==> src/rtl/serial_comparador_id.sv <==
// Bit-serial MSB-first magnitude comparator: one operand bit pair per clock
// through the registered left-right cell state (m, n), reporting gt/lt/eq with a done pulse.
module serial_comparador_id #(
   parameter int WIDTH      = 8,
   parameter int EARLY_EXIT = 0
) (
   input  logic             clk,
   input  logic             rst_n,
   input  logic             start,
   input  logic [WIDTH-1:0] a_in,
   input  logic [WIDTH-1:0] b_in,
   output logic             busy,
   output logic             done,
   output logic             gt,
   output logic             lt,
   output logic             eq,
   output logic             m_o,
   output logic             n_o
);

   localparam int CW = (WIDTH > 2) ? $clog2(WIDTH) : 1;
   localparam logic [CW-1:0] CNT_INIT = CW'(WIDTH - 1);
   localparam logic [CW-1:0] CNT_ZERO = {CW{1'b0}};

   localparam logic [0:0] ST_IDLE  = 1'b0;
   localparam logic [0:0] ST_SHIFT = 1'b1;

   // Left-right cell: returns {M, N}; decided states (1,0)/(0,1) are absorbing.
   function automatic logic [1:0] cell_next(input logic m, input logic n,
                                            input logic a, input logic b);
      logic mm;
      logic nn;
      mm = ~n | (m & (a | ~b));
      nn = ~m | (n & (~a | b));
      return {mm, nn};
   endfunction

   logic [0:0]       state_r;
   logic [WIDTH-1:0] sh_a_r;
   logic [WIDTH-1:0] sh_b_r;
   logic [CW-1:0]    cnt_r;
   logic             m_r;
   logic             n_r;
   logic             busy_r;
   logic             done_r;
   logic             gt_r;
   logic             lt_r;
   logic             eq_r;

   logic [1:0]       cell_s;
   logic             m_next_s;
   logic             n_next_s;
   logic             exit_s;

   // Next cell state from the current MSB pair and the exit decision for this edge.
   always_comb begin
      cell_s   = cell_next(m_r, n_r, sh_a_r[WIDTH-1], sh_b_r[WIDTH-1]);
      m_next_s = cell_s[1];
      n_next_s = cell_s[0];
      if (cnt_r == CNT_ZERO) begin
         exit_s = 1'b1;
      end else if ((EARLY_EXIT != 0) && (m_next_s != n_next_s)) begin
         exit_s = 1'b1;
      end else begin
         exit_s = 1'b0;
      end
   end

   // Sequencer: load on accepted start, shift one bit pair per edge, latch result on exit.
   always_ff @(posedge clk) begin
      if (!rst_n) begin
         state_r <= ST_IDLE;
         sh_a_r  <= {WIDTH{1'b0}};
         sh_b_r  <= {WIDTH{1'b0}};
         cnt_r   <= CNT_ZERO;
         m_r     <= 1'b1;
         n_r     <= 1'b1;
         busy_r  <= 1'b0;
         done_r  <= 1'b0;
         gt_r    <= 1'b0;
         lt_r    <= 1'b0;
         eq_r    <= 1'b0;
      end else begin
         case (state_r)
            ST_IDLE: begin
               done_r <= 1'b0;
               if (start) begin
                  sh_a_r  <= a_in;
                  sh_b_r  <= b_in;
                  m_r     <= 1'b1;
                  n_r     <= 1'b1;
                  cnt_r   <= CNT_INIT;
                  gt_r    <= 1'b0;
                  lt_r    <= 1'b0;
                  eq_r    <= 1'b0;
                  busy_r  <= 1'b1;
                  state_r <= ST_SHIFT;
               end else begin
                  busy_r  <= 1'b0;
                  state_r <= ST_IDLE;
               end
            end
            ST_SHIFT: begin
               m_r    <= m_next_s;
               n_r    <= n_next_s;
               sh_a_r <= {sh_a_r[WIDTH-2:0], 1'b0};
               sh_b_r <= {sh_b_r[WIDTH-2:0], 1'b0};
               cnt_r  <= cnt_r - CW'(1);
               if (exit_s) begin
                  // Result comes from the freshly computed state, not the registered one.
                  gt_r    <= m_next_s & ~n_next_s;
                  lt_r    <= ~m_next_s & n_next_s;
                  eq_r    <= m_next_s & n_next_s;
                  done_r  <= 1'b1;
                  busy_r  <= 1'b0;
                  state_r <= ST_IDLE;
               end else begin
                  done_r  <= 1'b0;
                  busy_r  <= 1'b1;
                  state_r <= ST_SHIFT;
               end
            end
            default: begin
               state_r <= ST_IDLE;
               busy_r  <= 1'b0;
               done_r  <= 1'b0;
            end
         endcase
      end
   end

   assign busy = busy_r;
   assign done = done_r;
   assign gt   = gt_r;
   assign lt   = lt_r;
   assign eq   = eq_r;
   assign m_o  = m_r;
   assign n_o  = n_r;

endmodule

==> config.mk <==
export PLATFORM = sky130hd
export DESIGN_NAME = serial_comparador_id
export DESIGN_NICKNAME = d
export VERILOG_FILES = /design/src/rtl/serial_comparador_id.sv
export SDC_FILE = /design/constraint.sdc
export NUM_CORES = 1
export LEC_CHECK = 0
export CAP_MARGIN = 10
export CORE_ASPECT_RATIO = 0.7
export CORE_MARGIN = 2
export CORE_UTILIZATION = 50
export DETAILED_ROUTE_END_ITERATION = 8
export HOLD_SLACK_MARGIN = 0.12
export MAX_ROUTING_LAYER = met4
export PLACE_DENSITY = 0.89
export SYNTH_ARGS = -nofsm -noshare
export SYNTH_HDL_FRONTEND = slang
export SYNTH_SLANG_ARGS = --single-unit
==> constraint.sdc <==
create_clock -name clk -period 3.2 [get_ports clk]
set_clock_uncertainty 0.2 [all_clocks]
set_input_delay 0.8 -clock clk [delete_from_list [all_inputs] [get_ports clk]]
set_output_delay 0.8 -clock clk [all_outputs]
set_load 0.01 [all_outputs]
==> impl_metrics.yaml, run 1 <==
floorplan:
  coreArea_sq_mm: 0.002225
  fp-row-count: 14
  ioPinCount: 26
  die_area_sq_mm: 0.002841
  die_w_microns: 62.86
  initial_utilization_pct: 54.50
  die_h_microns: 45.20
cells_and_area:
  register_area_sq_um: 520.5
  multiInputGateArea_sq_um: 615.6
  nets: 166
  finish.instance_area_sq_mm: 0.001500
  fin_util_pct: 67.44
  antenna_cells: 0
  synthToLayoutAreaGrowth_pct: 23.74
  n_fill_cell: 177
  drive_above_1_share_pct: 16.67
yosys:
  synth_cells: 120
  syn_nets: 141
  yosys_most_used_dff: "dfxtp_1"
  yosys.area.top_type: "dfxtp_1"
  ys_top_cells_by_area: "dfxtp_1, mux2i_1, mux2_2"
  synth-async-reset-ratio_pct: 0
  syn_area_sq_mm: 0.001212
  ys_types: 27
  ys_seq_area_share_pct: 42.93
  ys_warn_count: 0
  synth_edf_count: 0
  syn_area_per_cell_sq_um: 10.10
  netlist.area_leader.share_pct: 42.93
  synth-seq-cells: 26
worst_setup_path:
  cp.required_ns: 2.20
  critical_path_class: "flip-flop to output pin"
  max_stage_delay_ns: 0.59
  arrival_ns: 1.38
  worstPathMaxFanout: 7
  r2r_end: "eq"
  crit_slowest_cell: "clkdlybuf4s50_1"
  start_kind: "flip-flop"
  reg2reg_depth: 4
  worst-path-buf-inv: 1
  crit_end: "m_o"
  end_kind: "output pin"
  crit_chain: "clkdlybuf4s50_1"
  r2r-start: "busy"
  cp.depth: 1
  r2r_setup_slack_ns: 1.57
  critical_path.top_delay_family: "buffers and inverters"
  startpoint: "m_o"
drt:
  vias: 927
  drc: 0
  drt-pass1-iter-count: 4
  antenna_left: 0
  drt_iter0_drc: 70
  via_per_inst: 5.267
  wire_per_inst_microns: 13.09
  drt-total-wl_microns: 2304
global_routing:
  grt_pass1_wl_microns: 3864
  antenna_found_initial: 0
  grt_use_total_pct: 18.34
  grt_pass1_vias: 890
  grt_max_degree: 29
  gr-total-overflow: 0
sta:
  hold_viol: 0
  fin_setup_tns_ns: 0
  finalMaxSlewViolations: 0
  worst_pin_slew_ns: 0.3505
  relSlewSlack_pct: 76.63
  fmax_ghz: 0.4207
  post-route-min-period_ns: 2.377
  fin_crit_sh_pct: 74.29
  rsz0062_at_grt: "false"
  finalSetupViolCount: 0
clocking:
  h-tree-depth: 1
  clock_sinks: 26
  ctsResizeCount: 0
  numCtsBuffers: 3
  ctsRootBufferMaster: "clkbuf_4"
  cts_setup_buffers: 0
  clock_latency_ns: 0.32
  hold_buffers: 0
  cts_tree: "yes"
  clk_pin_slew_ns: 0.13
  cts_buffer_depth: 2
power_and_ir_drop:
  leakagePower_uw: 0.0006274
  seqPwrFrac_pct: 55.3
  p_per_area_mw_per_mm2: 432.4
  max-vdd-ir-drop_mv: 0.3387
  pwr-share-clk_pct: 25.0
  power.internal_uw: 487.8
  switching_power_uw: 160.9
  switching_share_pct: 24.80
  p_comb_share_pct: 19.7
place:
  port_buffers: 25
  hpwl_microns: 1669
  placed_cell_area_sq_mm: 0.001464
  gp_congestion: 0.7921
flow_run:
  cap_violations: 0
run_status:
  status: "finished clean"
min_path:
  hold_class: "flip-flop to flip-flop"
registers in the layout, summed over array words and instances (netlist names):
register,flops
cnt_r,3
done,1
n_o,1
m_o,1
sh_b_r,8
eq,1
busy,1
sh_a_r,8
lt,1
gt,1
cell usage in the layout, fill, tap and decap left out, types with 2 or more instances in the layout:
cell type,Yosys,layout
a21oi_1,2,2
mux2i_1,16,16
inv_1,5,5
clkdlybuf4s50_1,0,25
mux2_4,2,2
a211oi_1,2,2
a21o_1,2,2
nand3_1,2,2
mux2_2,13,13
o21ai_0,3,3
nand2b_1,3,3
buf_4,3,2
dfxtp_1,26,26
nor2_1,18,18
nor3_1,4,4
clkbuf_4,0,3
o22ai_1,2,2
ha_1,2,2
nand2_1,4,4
worst min path at each step:
stage / cells after the start / slack [ns] / to / startpoint
after floorplan: 1 / 0.24 / cnt_r[2] / cnt_r[2]
after global placement: 1 / 0.26 / cnt_r[0] / cnt_r[0]
after detailed placement: 2 / 0.27 / lt / lt
after CTS: 2 / 0.29 / lt / lt
after global routing: 2 / 0.31 / gt / gt
final: 2 / 0.29 / gt / gt
cell type report:
| class | count | area share (%) |
|---|---|---|
| clock buffers | 4 | 2.419 |
| inverters | 6 | 1.501 |
| multi-input cells | 81 | 41.03 |
| flip-flops and latches | 26 | 34.70 |
| well taps | 32 | 2.669 |
| repair buffers | 27 | 17.68 |
per-layer routing:
layer / wire [microns] / global-route usage, %
met1: 1015 / 18.83
met2: 1135 / 34.19
met3: 120 / 5.736
met4: 32 / 6.667
met5: 0 / -
power groups by stage:
stage	clock network, uW	logic [uW]	registers (uW)
global placement	0	122	364
detailed placement	0	128	366
floorplan	0	87.5	364
global route	185	140	362
finish	162	128	359
CTS	169	129	359
cell families after synthesis:
family / count (synthesis) / synth area share, %
adder cells (fa/ha/maj): 2 / 2.064
multiplexers: 31 / 27.76
AO/OA/AOI/OAI: 14 / 8.255
AND/OR/NAND/NOR: 34 / 12.69
buffers and inverters: 13 / 6.294
flip-flops: 26 / 42.93
metrics by stage:
step	hold slack, ns	total power [uW]	setup WS [ns]	instances
after floorplan	0.2387	451.1	1.474	120
after global placement	0.2592	486.4	0.7967	172
after detailed placement	0.2723	494.2	0.7526	172
after CTS	0.2935	656.5	0.8152	176
after global routing	0.3078	687.1	0.7553	176
final	0.2910	648.7	0.8228	176
cell usage after synthesis (all sizes together) (3+ instances only):
| master | n |
|---|---|
| a21oi | 3 |
| buf | 6 |
| dfxtp | 26 |
| inv | 6 |
| mux2 | 15 |
| mux2i | 16 |
| nand2 | 4 |
| nand2b | 3 |
| nor2 | 18 |
| nor3 | 4 |
| o21ai | 3 |
(Power assumes the default switching activity.)
==> run 2: changes to the inputs <==
CORE_UTILIZATION = 49   (was 50)
PLACE_DENSITY = 0.87   (was 0.89)
clock period = 2.3 ns   (was 3.2 ns; I/O delays follow)
==> run 2 against run 1 <==
Against the previous run:
- sequential power up 39%
- critical endpoint unchanged
- highest routed layer unchanged
- first-iteration DRC count down 46%
- routed wire length up 0.82%
- design area up 1.0%
- critical path depth unchanged
- register-to-register slack worse by 0.89 ns
- sequential share of layout area down 0.34 points
- core utilization down 4.4 points
==> impl_metrics.yaml, run 2 (synthesized netlist as in run 1, its figures left out) <==
run_status:
  status: "finished clean"
floorplan:
  coreArea_sq_mm: 0.002402
  fp-row-count: 15
  die_area_sq_mm: 0.002895
  die_w_microns: 63.46
  initial_utilization_pct: 50.47
  die_h_microns: 45.62
  ioPinCount: 26
drt:
  drc: 0
  wire_per_inst_microns: 13.05
  drt-total-wl_microns: 2323
  drt-pass1-iter-count: 4
  vias: 923
  antenna_left: 0
  drt_iter0_drc: 38
  via_per_inst: 5.185
cells_and_area:
  final_common_cell: "dfxtp_1"
  finish.instance_area_sq_mm: 0.001515
  n_fill_cell: 199
  antenna_cells: 0
  drive_above_1_share_pct: 16.67
  synthToLayoutAreaGrowth_pct: 24.97
  top_regs: "sh_a_r x8, sh_b_r x8, cnt_r x3"
  nets: 166
  mostFrequentLayoutCells: "dfxtp_1, clkdlybuf4s50_1, nor2_1"
sta:
  fin_crit_sh_pct: 94.01
  finalWorstSetupSlack_ns: 0.1377
  fmax_ghz: 0.4625
  relSlewSlack_pct: 76.59
  worst_pin_slew_ns: 0.3501
  hold_viol: 0
  fin_setup_tns_ns: 0
  finalSetupViolCount: 0
  finalMaxSlewViolations: 0
  fin_hold_ws_ns: 0.2852
  rsz0062_at_grt: "false"
  post-route-min-period_ns: 2.162
place:
  port_buffers: 25
  dpl_worst_slack_ns: 0.1459
  gp_congestion: 0.8489
  placed_cell_area_sq_mm: 0.001479
  hpwl_microns: 1652
global_routing:
  grt_pass1_vias: 869
  antenna_found_initial: 0
  grt_max_degree: 29
  gr-total-overflow: 0
  grt_pass1_wl_microns: 3933
  grt_use_total_pct: 17.93
worst_setup_path:
  max_stage_delay_ns: 0.59
  worstPathMaxFanout: 7
  worst-path-buf-inv: 1
  critical_path.top_delay_family: "buffers and inverters"
  start_kind: "flip-flop"
  critical_path_class: "flip-flop to output pin"
  arrival_ns: 1.39
  end_kind: "output pin"
  cp.required_ns: 1.52
  crit_slowest_cell: "clkdlybuf4s50_1"
  crit_chain: "clkdlybuf4s50_1"
clocking:
  h-tree-depth: 1
  clock_sinks: 26
  ctsRootBufferMaster: "clkbuf_4"
  hold_buffers: 0
  numCtsBuffers: 3
  cts_tree: "yes"
  cts_buffer_depth: 2
  ctsResizeCount: 0
  clock_latency_ns: 0.32
  cts_setup_buffers: 0
  clk_pin_slew_ns: 0.14
power_and_ir_drop:
  p_per_area_mw_per_mm2: 600.7
  leakagePower_uw: 0.0006320
  power_uw: 910.2
  max-vdd-ir-drop_mv: 0.3246
min_path:
  hold_class: "flip-flop to flip-flop"
flow_run:
  cap_violations: 0
run 2: cell counts in the layout (fill, tap and decap cells not counted):
Identical to the previous run, type by type.
run 2: power breakdown:
part	leakage (uW)	total (uW)	switching, uW	internal [uW]
sequential	0.000214	498	17.5	481
clock	0.0000210	232	135	96.9
combinational	0.000397	180	76.9	103
total	0.000632	910	229	681
run 2: worst paths after layout:
kind / cells past startpoint / endpoint / from / slack [ns]
setup reg to reg: 4 / lt / busy / 0.68
hold / removal: 1 / cnt_r[2] / cnt_r[2] / 0.29
setup / recovery: 1 / m_o / m_o / 0.14
hold reg to reg: 1 / cnt_r[2] / cnt_r[2] / 0.29
run 2: worst register-to-register path: cells and delay by family (launching register included):
kind / cells / cell delay [ns]
AOI/OAI and AO/OA: 1 / 0.18
DFF: 1 / 0.35
and+or+nand+nor: 2 / 0.50
buffers and inverters: 1 / 0.33
run 2: final cells by class:
class                   instances  area (sq um)  area share [%]
flip-flops and latches         26         520.5           34.35
repair buffers                 27         277.8           18.33
well taps                      34         42.54           2.808
multi-input cells              81         615.6           40.63
inverters                       6         22.52           1.486
clock buffers                   4         36.28           2.395
run 2: layer usage:
layer	vias up	wire (microns)	track usage [%]
li1	463	-	-
met1	433	1098	20.37
met2	25	1091	32.42
met3	2	117	4.950
met4	0	15	3.913
met5	-	0	-
run 2: metrics by stage:
stage | utilization (%) | instances
final | 63.07 | 178
after global routing | 63.07 | 178
after CTS | 63.07 | 178
after detailed placement | 61.56 | 174
after global placement | 61.56 | 174
after floorplan | - | 120
==> run 3: changes to the inputs <==
SKIP_CTS_REPAIR_TIMING = 1   (was not set)
==> results of run 3 <==
Same layout as run 2: the final DEF is identical, and so are final timing and power.
